==> config.mk <==
export PLATFORM = sky130hd
export DESIGN_NAME = down_timer
export DESIGN_NICKNAME = d
export VERILOG_FILES = /design/src/rtl/down_timer.sv
export SDC_FILE = /design/constraint.sdc
export NUM_CORES = 1
export LEC_CHECK = 0
export ABC_AREA = 0
export CAP_MARGIN = 30
export CORE_UTILIZATION = 40
export CTS_CLUSTER_DIAMETER = 120
export DETAILED_ROUTE_END_ITERATION = 10
export HOLD_SLACK_MARGIN = 0.05
export PLACE_DENSITY = 0.84
export SLEW_MARGIN = 25
export SYNTH_ARGS = -nofsm -noshare
export SYNTH_HDL_FRONTEND = slang
export SYNTH_SLANG_ARGS = --single-unit
==> constraint.sdc <==
create_clock -name clk -period 1.75 [get_ports clk]
set_clock_uncertainty 0.15 [all_clocks]
set_input_delay 0.35 -clock clk [delete_from_list [all_inputs] [get_ports clk]]
set_output_delay 0.35 -clock clk [all_outputs]
set_load 0.03 [all_outputs]
==> src/rtl/down_timer.sv <==
// down_timer: loadable down counter with one-shot or auto-reload operation,
// a one-cycle terminal-count pulse and a sticky one-shot completion flag.
module down_timer #(
    parameter int WIDTH = 4
) (
    input  logic             clk,
    input  logic             reset,
    input  logic             load,
    input  logic [WIDTH-1:0] load_val,
    input  logic             start,
    input  logic             stop,
    input  logic             auto_reload,
    output logic [WIDTH-1:0] count,
    output logic             busy,
    output logic             tc,
    output logic             done
);

    localparam logic [0:0] IDLE = 1'b0;
    localparam logic [0:0] RUN  = 1'b1;

    logic [0:0]       state;
    logic [WIDTH-1:0] reload;

    assign busy = (state == RUN);

    always_ff @(posedge clk or posedge reset) begin
        if (reset) begin
            state  <= IDLE;
            count  <= '0;
            reload <= '0;
            tc     <= 1'b0;
            done   <= 1'b0;
        end else begin
            tc <= 1'b0;
            if (load) begin
                count  <= load_val;
                reload <= load_val;
                done   <= 1'b0;
                if (stop || load_val == '0)
                    state <= IDLE;
            end else if (stop) begin
                state <= IDLE;
            end else if (state == IDLE) begin
                if (start && count != '0) begin
                    state <= RUN;
                    done  <= 1'b0;
                end
            end else if (count == '0) begin
                // only reachable after an auto-reload terminal count
                count <= reload;
            end else begin
                count <= count - WIDTH'(1);
                if (count == WIDTH'(1)) begin
                    tc <= 1'b1;
                    if (!auto_reload) begin
                        state <= IDLE;
                        done  <= 1'b1;
                    end
                end
            end
        end
    end

endmodule

Yosys cells after proc, flatten, opt, wreduce, memory -nomap -nowiden --
Index checks and enable logic that the tools add are counted.
Operators by class: add/sub/neg operators 1, multipliers 0, div/mod/pow operators 0, order comparisons 0, eq/ne operators 6, shift-type cells 0, mux-type cells 24, bitwise operators 0, reduce and logical (&&, ||, !) cells 9
Operator list (count):
- 1-bit two-way mux | 20
- 4-bit two-way mux | 4
- 4-bit zero test | 2
- 3-bit != test (second input constant) | 2
- 5-bit AND reduction | 1
- 4-bit by 1-bit equality test with 1-bit output (second input constant) | 1
- 4-bit nonzero test | 1
- 4-bit by 1-bit subtractor with 4-bit output (second input constant) | 1
- 3-bit by 2-bit != test with 1-bit output (second input constant) | 1
- 3-bit nonzero test | 1
- 2-bit by 1-bit != test with 1-bit output (second input constant) | 1
- 2-bit != test (second input constant) | 1
- 2-bit AND reduction | 1
- 2-bit nonzero test | 1
- 1-bit logical AND | 1
- 1-bit logical OR | 1
Word-level totals: register bits 11, bits in latches 0, memory bits (writable) 0, memory bits (read-only) 0, input port bits 10, output and inout port bits 7, word-level logic and storage cells 45, memories kept 0

Logic depth before layout (Yosys ltp) --
word-level depth 6, mapped depth 6, gate-level depth less buffers 5

Worst setup path before layout --
Ideal clock, no wire load.
kind reg2reg, start point register count[0], end point register state (netlist: busy), library setup time 0.124 ns, data arrival time 1.715 ns, data required time 1.476 ns, slack -0.239 ns, stages on the path, launching flop included 7, path buffers 1, period minus slack after synthesis 1.989 ns, cell sequence dfrtp_1 inv_1 ha_1 buf_4 or3b_1 and3b_1 o31a_1
Between the ends: word-level cells in the longest chain between the ends 6, elaborated cells on any way between the ends 10, classes of those cells eq/ne: 1; mux: 6; reduce/logical: 3
RTL lines:
- from (decl) | RTL line 13 | output logic [WIDTH-1:0] count,
- from (signal assigned) | RTL line 37 | count <= load_val;
- from (signal assigned) | RTL line 51 | count <= reload;
- from (signal assigned) | RTL line 53 | count <= count - WIDTH'(1);
- 4-bit by 1-bit equality test with 1-bit output or 4-bit nonzero test (tied branches) | RTL line 54, 45
- 1-bit two-way mux or 1-bit logical AND (tied branches) | RTL line 54, 45
- 1-bit two-way mux, on equally long branches | RTL line 49, 45
- 1-bit two-way mux * | RTL line 44 | end else if (state == IDLE) begin
- 1-bit two-way mux * | RTL line 42 | end else if (stop) begin
- 1-bit two-way mux * | RTL line 36 | if (load) begin
- to (signal assigned) | RTL line 41 | state <= IDLE;
- to (signal assigned) | RTL line 43 | state <= IDLE;
- to (signal assigned) | RTL line 46 | state <= RUN;
- to (decl) | RTL line 22 | logic [0:0] state;
Every way passes the cells marked *; elsewhere a longest branch is shown, timed or not. A chain may end at the register's enable or synchronous reset.

Worst setup path after layout --
start point register count[1], end point register state (netlist: busy)
Same word-level chain as after synthesis.

==> out/results.ini <==
[setup_path]
cp_slowest_cell = dfrtp_2
r2r_start = count[1]
worst-path-max-fanout = 4
worstSetupPathType = reg -> reg
arrival_ns = 1.75
slowest_delay_ns = 0.41
required_ns = 1.74
path_cells = inv_2 -> ha_4 -> or3b_4 -> and3b_1 -> o31a_1
critPathLaunchType = flip-flop
rrSetupSlack_ns = -0.006
reg2reg_depth = 5
reg2reg_to = busy
end_kind = flip-flop

[global_routing]
grt_max_degree = 12
grt_pass1_vias = 498
grtUsageTotal_pct = 22.17
antenna_found_initial = 0
overflow = 0
grt_pass1_wl_um = 2318

[cts]
cts_made_buffers = 3
htreeDepth = 1
postCtsHoldBufs = 0
clk_pin_slew_ns = 0.08
clock-sinks = 11
clk_path_buf_depth = 2
tritoncts = built
cts_root_buf = clkbuf_4
clk_latency_ns = 0.26

[sta]
fin_ws_ns = -0.006155
fmax_mhz = 569.4
worstMarginPinSlew_ns = 0.4423
period_share_pct = 100.4
setup_viol = 1
max_slew_margin_pct = 70.48
hold_violations = 0
rsz0062_at_grt = yes
fin_crit_ns = 1.756
maxSlewViolCount = 0
hold_ws_ns = 0.2337

[logic_synthesis]
netlist_area_um2 = 594.3
synth.top_cells.by_area = dfrtp_1 46%, inv_1 5.1%, ha_1 4.2%
synth.distinct_cells = 29
synth_commonest_cells = 11 x dfrtp_1, 8 x inv_1, 5 x o21ai_0
synthArstFlopShare_pct = 100.0
synth_edf_count = 0
yosys.area.top_type = dfrtp_1
ys.flop_type = dfrtp_1
netlist.area_leader.share_pct = 46.32
ys_warn_count = 0
yosysSeqAreaShare_pct = 46.32
synth_most_common_cell = dfrtp_1
syn_nets = 72
ys_ff_latch = 11
synthCells = 60
syn_avg_cell_area_um2 = 9.905

[power_and_ir_drop]
powerDensity_nw_per_um2 = 745.0
ir_drop_uv = 539.6
p_leak_nw = 0.4085

[drt]
routed_via_density = 5.510
wl_um = 1524
post-route-drc-count = 0
wire_per_inst_um = 14.94
dr_total_vias = 562
first_pass_iters = 4
postRouteAntennaNets = 0
drt_iter0_drc = 16

[cells_and_area]
fin_util_pct = 65.48
area_growth_pct = 46.95
nets = 100
diodes = 0
drive_gt1_share_pct = 24.14

[placement]
portBuffers = 16
place.gp.congestion = 0.7880
post-dp-hpwl_um = 1112

[floorplan]
initial_core_util_pct = 44.56
die-area_um2 = 1644
num_rows = 13
core-area_um2 = 1334
die_h_um = 40.55
die_w_um = 40.55
ios = 17

[status]
violations = setup timing
outcome = complete, but fails checks

[flow_run]
drv_cap = 0

[min_path]
min_path_type = in -> async

cell type report:
type | count | area [um^2]
clock buffers | 4 | 26.28
inverters | 8 | 30.03
flip-flops and latches | 11 | 277.8
repair buffers | 25 | 222.7
fillers | 114 | 460.4
well taps | 15 | 18.77
multi-input cells | 39 | 297.8
worst max-delay path by stage:
stage | start | to | slack [ns] | cells past startpoint
after floorplan | count[1] | busy | -0.10 | 6
after global placement | count[0] | busy | 0.06 | 5
after detailed placement | count[1] | busy | 0.004 | 5
after CTS | count[1] | busy | 0.02 | 5
after global routing | count[1] | busy | -0.06 | 5
final | count[1] | busy | -0.006 | 5
where the power goes:
part | internal [mW] | leakage, nW | switching [mW]
Sequential | 0.275 | 0.133 | 0.0150
Clock | 0.0878 | 0.0150 | 0.0853
Combinational | 0.0900 | 0.260 | 0.0973
Total | 0.453 | 0.409 | 0.198
sequential cells by signal (all words and copies together) (netlist names):
register / count
busy: 1
tc: 1
done: 1
count: 4
reload: 4
cell usage in the layout (no fill, tap or decap), types with 2 or more instances in the layout:
| master | count |
|---|---|
| a211oi_1 | 2 |
| nor2_1 | 2 |
| nand2_1 | 2 |
| inv_1 | 6 |
| mux2_2 | 2 |
| o21ai_0 | 5 |
| a31oi_1 | 2 |
| o211ai_1 | 2 |
| nor3b_1 | 2 |
| buf_4 | 9 |
| dfrtp_1 | 9 |
| clkdlybuf4s50_1 | 9 |
| dlygate4sd2_1 | 6 |
| dfrtp_2 | 2 |
| clkbuf_4 | 3 |
| inv_2 | 2 |
| a21oi_1 | 2 |
worst max-delay path, delay by kind of cell, from the launching register on:
kind	cells	cell delay [ns]
AOI/OAI and AO/OA	1	0.24
DFF	1	0.41
buffers and inverters	1	0.09
adders and majority gates	1	0.15
and+or+nand+nor	2	0.60
timing repair:
item	in CTS	in global routing
setup buffers	2	0
gates resized for setup	6	2
endpoints found under the setup margin	8	4
cloned	0	0
layer usage:
layer  up-vias  global-route usage, %  share of wire, %
li1        274                      -                 -
met1       274                  29.10                47
met2        12                  35.32                48
met3         2                  3.333               3.3
met4         0                  10.00               1.5
met5         -                      0                 0
stage by stage:
step	std cells	total power, mW	cell area (um^2)	setup TNS (ns)	setup slack, ns
2_1_floorplan	60	0.3976	615.6	-0.1948	-0.1001
3_3_place_gp	96	0.4756	832.0	0	0.05652
3_5_place_dp	96	0.4810	832.0	0	0.004490
4_1_cts	102	0.6506	865.8	0	0.01607
5_1_grt	102	0.6888	873.3	-0.1009	-0.06423
6_report	102	0.6507	873.3	-0.006155	-0.006155
logic make-up (layout without fill, tap and decap cells):
kind of cell / after synthesis / count (layout) / synth area share, %
compound gates: 20 / 20 / 22.74
buf+inv: 10 / 37 / 6.947
simple gates: 15 / 15 / 16.00
flops: 11 / 11 / 46.32
mux: 2 / 2 / 3.789
fa+ha+maj: 2 / 2 / 4.210
Note: power is estimated with default switching activity, not from simulation.
